### src/rtl/nodf_mon_pkg.sv
// Shared types and defaults for the ap_ctrl handshake status tracker.
package nodf_mon_pkg;

    localparam int unsigned CNT_W_DEFAULT = 32;
    localparam int unsigned DEPTH_DEFAULT = 4;

    typedef enum logic [1:0] {
        IDLE      = 2'd0,
        BUSY      = 2'd1,
        DONE_WAIT = 2'd2,
        FINISHED  = 2'd3
    } status_e;

endpackage

### src/rtl/nodf_module_intf_if.sv
// Handshake inputs and statistics outputs of the status tracker, bundled as one interface.
interface nodf_module_intf_if
    import nodf_mon_pkg::*;
#(
    parameter int CNT_W = CNT_W_DEFAULT,
    parameter int DEPTH = DEPTH_DEFAULT
);

    localparam int CW = $clog2(DEPTH) + 1;

    logic             ap_start;
    logic             ap_ready;
    logic             ap_done;
    logic             ap_continue;
    logic             finish;

    status_e          status;
    logic [CNT_W-1:0] start_cnt;
    logic [CNT_W-1:0] done_cnt;
    logic [CW-1:0]    outstanding;
    logic [CNT_W-1:0] last_latency;
    logic [CNT_W-1:0] last_interval;
    logic [CNT_W-1:0] stall_cycles;
    logic             sample_valid;
    logic             ovf_err;
    logic             unf_err;

    modport master (
        output ap_start, ap_ready, ap_done, ap_continue, finish,
        input  status, start_cnt, done_cnt, outstanding, last_latency,
               last_interval, stall_cycles, sample_valid, ovf_err, unf_err
    );

    modport slave (
        input  ap_start, ap_ready, ap_done, ap_continue, finish,
        output status, start_cnt, done_cnt, outstanding, last_latency,
               last_interval, stall_cycles, sample_valid, ovf_err, unf_err
    );

endinterface

### src/rtl/ts_fifo.sv
// Timestamp FIFO for outstanding transactions; supports push and pop in the same cycle.
module ts_fifo #(
    parameter int W     = 32,
    parameter int DEPTH = 4
) (
    input  logic                   clock,
    input  logic                   reset,
    input  logic                   push_i,
    input  logic                   pop_i,
    input  logic [W-1:0]           data_i,
    output logic [W-1:0]           head_o,
    output logic                   full_o,
    output logic                   empty_o,
    output logic [$clog2(DEPTH):0] count_o
);

    localparam int AW = $clog2(DEPTH);

    logic [W-1:0]  mem_q [DEPTH];
    logic [AW-1:0] wrPtr_q, wrPtr_d;
    logic [AW-1:0] rdPtr_q, rdPtr_d;
    logic [AW:0]   count_q, count_d;
    logic          doPush, doPop;

    assign full_o  = (count_q == (AW+1)'(DEPTH));
    assign empty_o = (count_q == '0);
    assign count_o = count_q;
    assign head_o  = mem_q[rdPtr_q];

    // A push into a full FIFO is only legal when the head leaves in the same cycle.
    assign doPush = push_i & (~full_o | pop_i);
    assign doPop  = pop_i & ~empty_o;

    always_comb begin
        wrPtr_d = wrPtr_q;
        rdPtr_d = rdPtr_q;
        count_d = count_q;
        if (doPush) begin
            wrPtr_d = wrPtr_q + AW'(1);
        end
        if (doPop) begin
            rdPtr_d = rdPtr_q + AW'(1);
        end
        case ({doPush, doPop})
            2'b10:   count_d = count_q + (AW+1)'(1);
            2'b01:   count_d = count_q - (AW+1)'(1);
            default: count_d = count_q;
        endcase
    end

    always_ff @(posedge clock) begin
        if (reset) begin
            wrPtr_q <= '0;
            rdPtr_q <= '0;
            count_q <= '0;
        end else begin
            wrPtr_q <= wrPtr_d;
            rdPtr_q <= rdPtr_d;
            count_q <= count_d;
        end
    end

    always_ff @(posedge clock) begin
        if (doPush) begin
            mem_q[wrPtr_q] <= data_i;
        end
    end

endmodule

### src/rtl/nodf_module_intf.sv
// Status tracker for one non-dataflow HLS kernel: counts starts/completions,
// measures latency and start interval, and reports run state until finish.
module nodf_module_intf
    import nodf_mon_pkg::*;
#(
    parameter int CNT_W = CNT_W_DEFAULT,
    parameter int DEPTH = DEPTH_DEFAULT
) (
    input  logic              clock,
    input  logic              reset,
    nodf_module_intf_if.slave bus
);

    localparam int CW = $clog2(DEPTH) + 1;

    status_e          state_q, state_d;
    logic [CNT_W-1:0] ts_q;
    logic [CNT_W-1:0] startCnt_q, startCnt_d;
    logic [CNT_W-1:0] doneCnt_q, doneCnt_d;
    logic [CNT_W-1:0] latency_q, latency_d;
    logic [CNT_W-1:0] interval_q, interval_d;
    logic [CNT_W-1:0] stall_q, stall_d;
    logic [CNT_W-1:0] prevAcceptTs_q, prevAcceptTs_d;
    logic             havePrev_q, havePrev_d;
    logic             sampleValid_q, sampleValid_d;
    logic             ovf_q, ovf_d;
    logic             unf_q, unf_d;

    logic             frozen, accept, complete, comboTxn;
    logic             fifoPush, fifoPop, fifoFull, fifoEmpty;
    logic [CNT_W-1:0] fifoHead;
    logic [CW-1:0]    fifoCount, newCount;

    function automatic logic [CNT_W-1:0] satInc(input logic [CNT_W-1:0] v);
        return (&v) ? v : v + CNT_W'(1);
    endfunction

    assign frozen   = bus.finish | (state_q == FINISHED);
    assign accept   = bus.ap_start & bus.ap_ready & ~frozen;
    assign complete = bus.ap_done & bus.ap_continue & ~frozen;

    // Accept and complete together on an empty FIFO is a zero-latency kernel: nothing is stored.
    assign comboTxn = accept & complete & fifoEmpty;
    assign fifoPush = accept & ~comboTxn & (~fifoFull | complete);
    assign fifoPop  = complete & ~fifoEmpty;
    assign newCount = fifoCount + CW'(fifoPush) - CW'(fifoPop);

    ts_fifo #(
        .W     (CNT_W),
        .DEPTH (DEPTH)
    ) u_tsFifo (
        .clock   (clock),
        .reset   (reset),
        .push_i  (fifoPush),
        .pop_i   (fifoPop),
        .data_i  (ts_q),
        .head_o  (fifoHead),
        .full_o  (fifoFull),
        .empty_o (fifoEmpty),
        .count_o (fifoCount)
    );

    always_comb begin
        state_d = state_q;
        if (bus.finish || state_q == FINISHED) begin
            state_d = FINISHED;
        end else begin
            case (state_q)
                IDLE: begin
                    if (accept && !(complete && newCount == '0)) begin
                        state_d = BUSY;
                    end
                end
                BUSY: begin
                    if (bus.ap_done && !bus.ap_continue) begin
                        state_d = DONE_WAIT;
                    end else if (complete && newCount == '0) begin
                        state_d = IDLE;
                    end
                end
                DONE_WAIT: begin
                    if (complete) begin
                        state_d = (newCount != '0) ? BUSY : IDLE;
                    end
                end
                default: state_d = state_q;
            endcase
        end
    end

    always_comb begin
        startCnt_d     = startCnt_q;
        doneCnt_d      = doneCnt_q;
        latency_d      = latency_q;
        interval_d     = interval_q;
        stall_d        = stall_q;
        prevAcceptTs_d = prevAcceptTs_q;
        havePrev_d     = havePrev_q;
        sampleValid_d  = complete;
        ovf_d          = ovf_q;
        unf_d          = unf_q;

        if (accept) begin
            startCnt_d     = satInc(startCnt_q);
            interval_d     = havePrev_q ? (ts_q - prevAcceptTs_q) : '0;
            prevAcceptTs_d = ts_q;
            havePrev_d     = 1'b1;
            if (fifoFull && !complete) begin
                ovf_d = 1'b1;
            end
        end

        if (complete) begin
            doneCnt_d = satInc(doneCnt_q);
            latency_d = fifoEmpty ? '0 : (ts_q - fifoHead);
            if (fifoEmpty && !accept) begin
                unf_d = 1'b1;
            end
        end

        if (!frozen && bus.ap_done && !bus.ap_continue) begin
            stall_d = satInc(stall_q);
        end
    end

    always_ff @(posedge clock) begin
        if (reset) begin
            state_q        <= IDLE;
            ts_q           <= '0;
            startCnt_q     <= '0;
            doneCnt_q      <= '0;
            latency_q      <= '0;
            interval_q     <= '0;
            stall_q        <= '0;
            prevAcceptTs_q <= '0;
            havePrev_q     <= 1'b0;
            sampleValid_q  <= 1'b0;
            ovf_q          <= 1'b0;
            unf_q          <= 1'b0;
        end else begin
            state_q        <= state_d;
            ts_q           <= ts_q + CNT_W'(1);
            startCnt_q     <= startCnt_d;
            doneCnt_q      <= doneCnt_d;
            latency_q      <= latency_d;
            interval_q     <= interval_d;
            stall_q        <= stall_d;
            prevAcceptTs_q <= prevAcceptTs_d;
            havePrev_q     <= havePrev_d;
            sampleValid_q  <= sampleValid_d;
            ovf_q          <= ovf_d;
            unf_q          <= unf_d;
        end
    end

    assign bus.status        = state_q;
    assign bus.start_cnt     = startCnt_q;
    assign bus.done_cnt      = doneCnt_q;
    assign bus.outstanding   = fifoCount;
    assign bus.last_latency  = latency_q;
    assign bus.last_interval = interval_q;
    assign bus.stall_cycles  = stall_q;
    assign bus.sample_valid  = sampleValid_q;
    assign bus.ovf_err       = ovf_q;
    assign bus.unf_err       = unf_q;

endmodule

### src/flat_wrapper.sv
// flat-port wrapper written by rule: the top's interface ports become plain ports
module nodf_module_intf_flat import nodf_mon_pkg::*;
#(
    parameter int CNT_W = CNT_W_DEFAULT,
    parameter int DEPTH = DEPTH_DEFAULT
)
  (clock, reset, bus_ap_start, bus_ap_ready, bus_ap_done, bus_ap_continue, bus_finish, bus_status, bus_start_cnt, bus_done_cnt, bus_outstanding, bus_last_latency, bus_last_interval, bus_stall_cycles, bus_sample_valid, bus_ovf_err, bus_unf_err);
  nodf_module_intf_if #(.CNT_W(CNT_W), .DEPTH(DEPTH)) bus_i ();
  input  logic clock;
  input  logic reset;
  input wire logic [$bits(bus_i.ap_start)-1:0] bus_ap_start;
  input wire logic [$bits(bus_i.ap_ready)-1:0] bus_ap_ready;
  input wire logic [$bits(bus_i.ap_done)-1:0] bus_ap_done;
  input wire logic [$bits(bus_i.ap_continue)-1:0] bus_ap_continue;
  input wire logic [$bits(bus_i.finish)-1:0] bus_finish;
  output wire logic [$bits(bus_i.status)-1:0] bus_status;
  output wire logic [$bits(bus_i.start_cnt)-1:0] bus_start_cnt;
  output wire logic [$bits(bus_i.done_cnt)-1:0] bus_done_cnt;
  output wire logic [$bits(bus_i.outstanding)-1:0] bus_outstanding;
  output wire logic [$bits(bus_i.last_latency)-1:0] bus_last_latency;
  output wire logic [$bits(bus_i.last_interval)-1:0] bus_last_interval;
  output wire logic [$bits(bus_i.stall_cycles)-1:0] bus_stall_cycles;
  output wire logic [$bits(bus_i.sample_valid)-1:0] bus_sample_valid;
  output wire logic [$bits(bus_i.ovf_err)-1:0] bus_ovf_err;
  output wire logic [$bits(bus_i.unf_err)-1:0] bus_unf_err;
  assign bus_i.ap_start = bus_ap_start;
  assign bus_i.ap_ready = bus_ap_ready;
  assign bus_i.ap_done = bus_ap_done;
  assign bus_i.ap_continue = bus_ap_continue;
  assign bus_i.finish = bus_finish;
  assign bus_status = bus_i.status;
  assign bus_start_cnt = bus_i.start_cnt;
  assign bus_done_cnt = bus_i.done_cnt;
  assign bus_outstanding = bus_i.outstanding;
  assign bus_last_latency = bus_i.last_latency;
  assign bus_last_interval = bus_i.last_interval;
  assign bus_stall_cycles = bus_i.stall_cycles;
  assign bus_sample_valid = bus_i.sample_valid;
  assign bus_ovf_err = bus_i.ovf_err;
  assign bus_unf_err = bus_i.unf_err;
  nodf_module_intf #(.CNT_W(CNT_W), .DEPTH(DEPTH)) u_core (.clock(clock), .reset(reset), .bus(bus_i));
endmodule
### config.mk
export PLATFORM = sky130hd
export DESIGN_NAME = nodf_module_intf_flat
export DESIGN_NICKNAME = d
export VERILOG_FILES = /design/src/rtl/nodf_mon_pkg.sv /design/src/rtl/nodf_module_intf_if.sv /design/src/rtl/ts_fifo.sv /design/src/rtl/nodf_module_intf.sv /design/src/flat_wrapper.sv
export SDC_FILE = /design/constraint.sdc
export NUM_CORES = 1
export LEC_CHECK = 0
export BUFFER_PORTS_ARGS = -buffer_cell sky130_fd_sc_hd__buf_2
export CORE_MARGIN = 2
export CORE_UTILIZATION = 60
export DETAILED_ROUTE_END_ITERATION = 8
export PLACE_DENSITY = 0.81
export SYNTH_ARGS = -nofsm -noshare
export SYNTH_HDL_FRONTEND = slang
export SYNTH_SLANG_ARGS = --single-unit
export TNS_END_PERCENT = 5
### constraint.sdc
create_clock -name clock -period 4.3 [get_ports clock]
set_clock_uncertainty 0.05 [all_clocks]
set_input_delay 0.215 -clock clock [delete_from_list [all_inputs] [get_ports clock]]
set_output_delay 0.215 -clock clock [all_outputs]
set_load 0.03 [all_outputs]
==> results of run 1 <==
path summary, 6_finish.rpt:
check,end,cells past startpoint
worst min-delay path,u_core.bus.stall_cycles[15],2
worst max register to register,u_core.bus.status[1],18
worst max-delay path,u_core.bus.status[1],18
worst min register to register,u_core.prevAcceptTs_q[30],2
kinds of logic after synthesis:
group	count (synthesis)
AO/OA/AOI/OAI	350
XOR/XNOR	159
adder cells (fa/ha/maj)	81
buffers and inverters	182
flip-flops	367
multiplexers	40
AND/OR/NAND/NOR	603
sequential cells by signal (all words and copies together) (netlist names), 2 cells and up, named ones only:
register and flops:
u_core.bus.done_cnt 32, u_core.bus.stall_cycles 32, u_core.ts_q 32, u_core.u_tsFifo.wrPtr_q 2, u_core.u_tsFifo.rdPtr_q 2, u_core.prevAcceptTs_q 32
u_core.bus.last_interval 32, u_core.bus.status 2, u_core.bus.last_latency 32, u_core.u_tsFifo.count_o 3, u_core.u_tsFifo.mem_q 128, u_core.bus.start_cnt 32
stage by stage:
step | util (%) | instances | total power [µW]
6_report | 70.4 | 2356 | 7640
5_1_grt | 70.4 | 2356 | 7860
4_1_cts | 70.4 | 2356 | 7670
3_5_place_dp | 65.6 | 2285 | 4060
3_3_place_gp | 65.6 | 2285 | 4050
2_1_floorplan | - | 1782 | 3960
synthesized netlist by cell type (8+ instances only):
cell type and n:
and2_1 13, a21oi_1 128, clkbuf_1 65, mux4_2 32
nor2_1 182, a22oi_1 20, a211o_1 9, a21o_1 31
nand2_1 154, xnor2_1 69, o21a_1 8, or3_1 30
nand2b_1 13, nor4_1 11, nand4_1 36, xor2_1 90
edfxtp_1 128, o211ai_1 9, a31oi_1 9, nor3_1 32
ha_1 77, o21ai_0 61, dfxtp_1 239, and3_1 17
nor2b_1 9, a22o_1 32, nand3_1 70, inv_1 107
metal layers:
layer | share of wire [%] | wire (µm) | global-route usage [%] | vias up
met5 | 0 | 0 | 0 | -
met4 | 2.0 | 844 | 7.37 | 0
met3 | 6.6 | 2740 | 4.78 | 60
met2 | 47 | 19500 | 43.7 | 477
met1 | 44 | 18300 | 35.6 | 6666
li1 | - | - | - | 6671
area by class of cell:
cell class	instances	area [µm²]
sequential	367	8630
fill	2083	8560
multi-input combinational	1233	8410
timing repair buffer	195	1060
clock buffer	47	1050
tap	384	480
inverter	107	402
clock inverter	23	347
power groups by stage:
stage	Sequential, µW	Clock (µW)	Combinational, µW
2_1_floorplan	3710	0	255
3_3_place_gp	3690	0	357
3_5_place_dp	3700	0	365
4_1_cts	3620	3680	373
5_1_grt	3620	3830	409
6_report	3620	3640	374
==> impl_metrics.ini, run 1 <==
[place]
gp_congestion = 0.848
dp_slack_ns = 0.415
dpl_cell_area_um2 = 19000
dp_hpwl_um = 27900
portBuffers = 174

[global_routing]
grt_pass1_vias = 13400
antenna_found_initial = 0
grt_overflow_total = 0
grt_max_degree = 127
grt_usage_pct = 26.3
grt_pass1_wl_um = 66800

[synthesis]
synth_nets = 1870
yosysTopAreaCell = dfxtp_1
netlist_area_um2 = 17700
ys_ff_latch = 367
ys_async_sr_fraction_pct = 0
synth_xor_area_share_pct = 7.85
synth-compound-area-share_pct = 12.7
yosysSeqAreaShare_pct = 48.7
postSynthAreaPerCell_um2 = 9.95
synth_edf_count = 128
yosysWarnings = 0
synth_top_area_share_pct = 27.0
synth_ff_type = dfxtp_1
synthSimpleGateAreaFrac_pct = 16.4
syn_inst = 1782
muxShareOfSynthArea_pct = 4.52
ys_top_cells_by_area = dfxtp_1 27%, edfxtp_1 22%, ha_1 5.4%
synth_cell_types = 76
synth_top_family_by_area = simple AND/OR/NAND/NOR gates
synth-adder-area-share_pct = 5.89

[clock_tree]
cts_made_buffers = 38
htreeDepth = 2
cts-root-buf = clkbuf_16
clock_path_buffers = 3
hold_buffers = 1
ctsResizeCount = 0
path_clk_slew_ns = 0.06
cts_tree = built
clock-sinks = 367
clk_latency_ns = 0.52
post_cts_buffers = 0

[worst_setup_path]
r2r_slack_ns = 0.31
critPathArrivalTime_ns = 4.39
cp-startpoint = u_core.bus.status[0]
crit_family = adder cells
cp_common_cell = ha_1
critPathBufInv = 3
critPathMaxFanout = 24
critPathSlowestCell = dfxtp_1
critPathMaxStageDelay_ns = 0.40
rr_startpoint = u_core.bus.status[0]
end_kind = register
required_ns = 4.70
cp_cell_sequence = ha_1 > nor2_2 > nand3_1 > buf_4 > nor2_1 > nor3_1 > inv_1 > ha_1 > inv_1 > ha_1 > fa_1 > xor2_1 > xnor2_1 > nor3_1 > nand2_1 > a21oi_1 > mux2_2 > a21oi_1
crit_type = register to register
crit_path_start_kind = register

[detailed_routing]
antenna_left = 0
vias = 13900
first_iter_violations = 1132
wirelength_um = 41400
drc = 0
routedWlPerCell_um = 17.6
via_per_inst = 5.89
firstDrtPassIters = 5

[outcome]
status = finished, final reports clean

[power]
p_leak_uw = 0.00817
pwr-share-seq_pct = 47.4
p_per_area_nw_per_um2 = 375
switchingPower_uw = 1630
peakVddDrop_uv = 326
clkPwrFrac_pct = 47.7
internal-power_uw = 6010
swShare_pct = 21.3
combPwrFrac_pct = 4.9

[worst_hold_path]
min_from = reset
hold_path_class = input pin to register

[cells_and_area]
final_cell_mix = 238 x dfxtp_1, 182 x nor2_1, 173 x buf_2
fin_area_um2 = 20400
areaGrowthSynthToFinish_pct = 14.9
n_antenna_cell = 0
layout-drive-gt1-share_pct = 15.8
final_common_cell = dfxtp_1
layout.nets = 2030

[sta]
worstMarginPinSlew_ns = 1.15
max_freq_mhz = 251
min_period_ns = 3.99
max_slew_margin_pct = 22.6
hold_ws_ns = 0.108
drv_slew = 0
fin_ws_ns = 0.315
fin_crit_sh_pct = 92.7
setup_viol = 0
finalHoldViolCount = 0
tns_ns = 0
rsz0062_at_grt = no

[floorplan]
die_area_um2 = 30900
rows = 62
design.core.area_um2 = 28900
die_y_um = 176
start_util_pct = 61.3
ioPinCount = 175
die_width_um = 176

[flow_run]
maxCapViolCount = 0
Note: power is estimated with default switching activity, not from simulation.
==> run 2, diff against run 1 <==
--- a/config.mk
+++ b/config.mk
@@ -7,9 +7,9 @@
 export LEC_CHECK = 0
 export BUFFER_PORTS_ARGS = -buffer_cell sky130_fd_sc_hd__buf_2
 export CORE_MARGIN = 2
-export CORE_UTILIZATION = 60
+export CORE_UTILIZATION = 54
 export DETAILED_ROUTE_END_ITERATION = 8
-export PLACE_DENSITY = 0.81
+export PLACE_DENSITY_LB_ADDON = 0.1
 export SYNTH_ARGS = -nofsm -noshare
 export SYNTH_HDL_FRONTEND = slang
 export SYNTH_SLANG_ARGS = --single-unit
==> constraint.sdc (replaced) <==
create_clock -name clock -period 3.3 [get_ports clock]
set_clock_uncertainty 0.05 [all_clocks]
set_input_delay 0.165 -clock clock [delete_from_list [all_inputs] [get_ports clock]]
set_output_delay 0.165 -clock clock [all_outputs]
set_load 0.03 [all_outputs]
==> run 2 against run 1 <==
  * The flow now finishes with violations (setup timing)
  * First-iteration DRC count is 20% lower
  * Global-route usage is 2.3 points lower
  * Die area is 11% higher
  * Setup slack worse by 0.32 ns
  * Non-clock buffer count is 84 higher
  * Design area is 4.0% higher
  * Largest cell class unchanged
==> impl_metrics.ini, run 2 (synthesized netlist as in run 1, its figures left out) <==
[clock_tree]
clk_latency_ns = 0.54
cts_tree = built
htreeDepth = 2
clock_path_buffers = 3
cts-root-buf = clkbuf_16
clock-sinks = 367
path_clk_slew_ns = 0.05
cts_made_buffers = 40

[place]
post-place-cells = 2422
dp_hpwl_um = 29100
dpl_cell_area_um2 = 19700
gp_congestion = 0.873
portBuffers = 174

[power]
p_leak_uw = 0.00860
finalPower_uw = 9780
peakVddDrop_uv = 407
p_per_area_nw_per_um2 = 461

[sta]
min_period_ns = 3.30
rsz0062_at_grt = yes
fin_ws_ns = -0.00347
setup_viol = 1
finalHoldViolCount = 0
drv_slew = 0
max_slew_margin_pct = 22.1
fin_crit_sh_pct = 100
max_freq_mhz = 303
worstMarginPinSlew_ns = 1.16
tns_ns = -0.00347

[worst_setup_path]
critPathMaxFanout = 2
critPathMaxStageDelay_ns = 0.35
crit_type = register to register
end_kind = register
required_ns = 3.69
critPathArrivalTime_ns = 3.69
crit_path_start_kind = register
cp_cell_sequence = ha_4 > nor2_4 > buf_6 > nand3_4 > nor3_4 > inv_1 > ha_1 > inv_1 > ha_2 > fa_2 > xor2_1 > xnor2_1 > nor3_2 > nand2_1 > a31oi_1 > a21oi_2 > mux2_4 > a21oi_2
critPathSlowestCell = dfxtp_4

[detailed_routing]
wirelength_um = 41600
via_per_inst = 5.52
antenna_left = 0
first_iter_violations = 901
drc = 0
routedWlPerCell_um = 16.6
vias = 13800
firstDrtPassIters = 5

[cells_and_area]
areaGrowthSynthToFinish_pct = 19.5
final_cell_mix = 236 x dfxtp_1, 181 x nor2_1, 173 x buf_2
largest-register = u_core.u_tsFifo.mem_q
n_antenna_cell = 0
layout-drive-gt1-share_pct = 20.4
final_common_cell = dfxtp_1
layout.nets = 2116
largest_register_ff_count = 128
fin_area_um2 = 21200
fin_cells = 2502

[floorplan]
die_area_um2 = 34300
rows = 66
design.core.area_um2 = 32500
die_width_um = 185
die_y_um = 185
start_util_pct = 54.6
ioPinCount = 175

[worst_hold_path]
hold_path_class = input pin to register

[global_routing]
grt_overflow_total = 0
grt_pass1_vias = 13100
grt_max_degree = 179
grt_usage_pct = 24.0
grt_pass1_wl_um = 66800
antenna_found_initial = 0

[outcome]
violations = setup timing
status = finished with violations

[flow_run]
maxCapViolCount = 0
## run 2: layout make-up
| type | count | area [µm²] |
|---|---|---|
| Inverter | 107 | 402 |
| Clock buffer | 56 | 1160 |
| Fill cell | 2702 | 11300 |
| Sequential cell | 367 | 8640 |
| Clock inverter | 18 | 180 |
| Tap cell | 442 | 553 |
| Timing Repair Buffer | 279 | 1730 |
| Multi-Input combinational cell | 1233 | 8530 |
## run 2: metal layers
| layer | track usage [%] | wire length, µm | up-vias |
|---|---|---|---|
| met4 | 6.29 | 848 | 0 |
| met2 | 37.4 | 18300 | 304 |
| met1 | 35.1 | 20500 | 6602 |
| met3 | 3.44 | 1940 | 63 |
| met5 | 0 | 0 | - |
| li1 | - | - | 6846 |
## run 2: timing repair
| action | CTS | global route |
|---|---|---|
| hold endpoints to repair | 24 | 0 |
| gates resized for setup | 2 | 17 |
| pin swaps | 9 | 13 |
| cloned | 0 | 0 |
| setup buffers | 4 | 0 |
| hold buffers | 2 | 0 |
| endpoints found under the setup margin | 2 | 15 |
## run 2: power by group
part	internal, µW	leakage [µW]	total [µW]	switching (µW)
clock network	2700	0.000659	4500	1800
logic	223	0.00483	568	345
registers	4690	0.00312	4710	19.4
total	7620	0.00860	9780	2160
## run 2: worst paths after layout
check / start / slack [ns] / end / depth (start not counted)
worst max-delay path: u_core.bus.status[1] / -0.003 / u_core.bus.status[1] / 18
worst min-delay path: bus_ap_continue / 0.09 / u_core.bus.status[1] / 5
worst min register to register: u_core.bus.last_latency[4] / 0.40 / u_core.bus.last_latency[4] / 2
worst max register to register: u_core.bus.status[1] / -0.003 / u_core.bus.status[1] / 18
## run 2: worst max-delay path: cells and delay by family, from the launching register on
| kind | cells | cell delay (ns) |
|---|---|---|
| xor+xnor | 2 | 0.36 |
| fa+ha+maj | 4 | 0.95 |
| flops | 1 | 0.35 |
| buf+inv | 3 | 0.22 |
| simple gates | 5 | 0.54 |
| mux | 1 | 0.32 |
| compound gates | 3 | 0.41 |
## run 2: stage by stage
| stage | utilization [%] | setup WS, ns | hold slack, ns |
|---|---|---|---|
| global placement | 60.8 | 0.0179 | 0.388 |
| detailed placement | 60.8 | -0.0834 | 0.395 |
| CTS | 65.1 | -0.0318 | 0.0919 |
| floorplan | - | -0.170 | 0.287 |
| global route | 65.3 | -0.185 | 0.127 |
| finish | 65.3 | -0.00347 | 0.0903 |
==> run 3, diff against run 2 <==
--- a/config.mk
+++ b/config.mk
@@ -12,5 +12,6 @@
 export PLACE_DENSITY_LB_ADDON = 0.1
 export SYNTH_ARGS = -nofsm -noshare
 export SYNTH_HDL_FRONTEND = slang
+export SYNTH_HIERARCHICAL = 1
 export SYNTH_SLANG_ARGS = --single-unit
 export TNS_END_PERCENT = 5
==> run 3 against run 2 <==
  * The run now ends clean
  * First-iteration DRC count decreased by 25%
  * Register-to-register slack improved by 0.096 ns
  * Power decreased by 1.1%
  * Largest cell class unchanged
==> impl_metrics.ini, run 3 <==
[clock_tree]
htreeDepth = 2
cts-root-buf = clkbuf_16
cts_tree = built
path_clk_slew_ns = 0.06
clock_path_buffers = 3
cts_made_buffers = 39
clk_latency_ns = 0.52
clock-sinks = 367

[synthesis]
netlist_area_um2 = 17700
synth_nets = 1890
synth_edf_count = 128
synth_commonest_cells = 239 x dfxtp_1, 194 x nand2_1, 193 x nor2_1
yosysTopAreaCell = dfxtp_1
synth_ff_type = dfxtp_1
postSynthAreaPerCell_um2 = 9.84
ys_async_sr_fraction_pct = 0
ys_top_cells_by_area = dfxtp_1 27%, edfxtp_1 22%, ha_1 5.4%
yosysMostFrequentCell = dfxtp_1
yosysSeqAreaShare_pct = 48.7
synth_cell_types = 73
syn_inst = 1802
synth_top_area_share_pct = 27.0
ys_ff_latch = 367
yosysWarnings = 6

[sta]
min_period_ns = 3.21
max_freq_mhz = 312
setup_viol = 0
drv_slew = 0
worstMarginPinSlew_ns = 1.24
fin_ws_ns = 0.0928
max_slew_margin_pct = 16.9
rsz0062_at_grt = yes
fin_crit_sh_pct = 97.2
finalHoldViolCount = 0
hold_ws_ns = 0.0289

[cells_and_area]
largest_register_ff_count = 128
fin_area_um2 = 21200
final_cell_mix = 234 x dfxtp_1, 193 x nand2_1, 191 x nor2_1
layout-drive-gt1-share_pct = 20.4
areaGrowthSynthToFinish_pct = 19.6
multi_input_area_um2 = 8630
n_antenna_cell = 0
final_common_cell = dfxtp_1
fin_util_pct = 65.3
regArea_um2 = 8640
fillers = 2664
layout.nets = 2131
largest-register = u_core/u_tsFifo/mem_q

[detailed_routing]
wl_met3_um = 2770
drc = 0
routedWlPerCell_um = 16.0
wl_met2_um = 17800
antenna_left = 0
highest_layer = met4
via_per_inst = 5.47
vias = 13800
wl_met1_um = 18900
wirelength_um = 40200
firstDrtPassIters = 5
first_iter_violations = 676

[worst_setup_path]
critPathMaxStageDelay_ns = 0.37
cp_cell_sequence = ha_4 > nor2_4 > nand3_2 > nand2_2 > nand3_4 > ha_4 > inv_2 > ha_4 > fa_2 > xnor2_2 > xnor2_1 > nor3_2 > nand2_1 > a22oi_1 > a21oi_1 > a21oi_2 > mux2i_1 > a21oi_1
critPathMaxFanout = 4
critPathBufInv = 1
critPathArrivalTime_ns = 3.52
required_ns = 3.61
crit_path_start_kind = register
crit_type = register to register
cp_common_cell = ha_4
end_kind = register
crit_family = adder cells
critPathSlowestCell = fa_2

[floorplan]
ioPinCount = 175
rows = 66
design.core.area_um2 = 32500
die_y_um = 185
die_area_um2 = 34300
start_util_pct = 54.6
die_width_um = 185

[global_routing]
grt_usage_pct = 23.4
grt_max_degree = 92
grt_pass1_vias = 13000
grt_pass1_wl_um = 65300
grt_overflow_total = 0
antenna_found_initial = 0

[worst_hold_path]
hold_path_class = input pin to register

[power]
combPwrFrac_pct = 5.1
swShare_pct = 21.6
clkPwrFrac_pct = 46.2
peakVddDrop_uv = 472
finalPower_uw = 9670
p_per_area_nw_per_um2 = 456
internal-power_uw = 7590
p_leak_uw = 0.00867
pwr-share-seq_pct = 48.7
switchingPower_uw = 2080

[place]
dp_slack_ns = -0.0640
portBuffers = 174
gp_congestion = 0.898
dp_hpwl_um = 28200
dpl_cell_area_um2 = 19600

[flow_run]
maxCapViolCount = 0

[outcome]
status = finished, final reports clean
-- run 3: layout make-up --
| cell class | instances | share of cell area, % |
|---|---|---|
| clock buffer | 56 | 5.35 |
| clock inverter | 14 | 0.850 |
| inverter | 99 | 1.75 |
| multi-input combinational | 1268 | 40.7 |
| sequential | 367 | 40.8 |
| tap | 442 | 2.61 |
| timing repair buffer | 268 | 7.92 |
-- run 3: power groups by stage --
stage,sequential [µW],clock [µW],combinational [µW]
2_1_floorplan,4830,0,309
3_3_place_gp,4810,0,468
3_5_place_dp,4810,0,470
4_1_cts,4710,4550,477
5_1_grt,4710,4750,543
6_report,4710,4470,495
-- run 3: worst min-delay path: cells and delay by family --
family / cells / cell delay [ns]
simple gates: 2 / 0.17
buf+inv: 1 / 0.12
compound gates: 1 / 0.09
-- run 3: worst paths after layout --
path                                             startpoint                     endpoint  slack [ns]  cells past startpoint
worst max-delay path                   u_core/bus.status[0]         u_core/bus.status[0]        0.09                     18
worst min-delay path                        bus_ap_continue         u_core/bus.status[1]        0.03                      4
worst max register to register         u_core/bus.status[0]         u_core/bus.status[0]        0.09                     18
worst min register to register  u_core/bus.last_latency[21]  u_core/bus.last_latency[21]        0.39                      2
-- run 3: logic make-up (layout without fill, tap and decap cells) --
logic type,after synthesis,count (layout),share of synthesized area (%)
and+or+nand+nor,655,655,17.6
DFF,367,367,48.7
AOI/OAI and AO/OA,333,333,11.5
buffers and inverters,167,437,3.94
xor gates and xnor gates,157,157,7.76
adders and majority gates,81,81,5.89
muxes,42,42,4.66
-- run 3: per-layer routing --
metal | global-route usage [%] | up-vias
met5 | 0 | -
met4 | 5.40 | 0
met3 | 6.33 | 59
met2 | 36.4 | 290
met1 | 32.6 | 6567
li1 | - | 6838
-- run 3: what timing repair did --
| action | CTS | global route |
|---|---|---|
| gates resized for setup | 4 | 44 |
| cloned | 0 | 0 |
| setup buffers | 0 | 12 |
| hold buffers | 1 | 0 |
| hold endpoints to repair | 30 | 0 |
| setup endpoints to repair | 5 | 20 |
| pin swaps | 0 | 26 |
-- run 3: per-stage QoR --
step	cells	TNS (ns)
floorplan	1802	-0.00191
global placement	2431	0
detailed placement	2431	-0.138
CTS	2502	0
global route	2514	-0.133
finish	2514	0
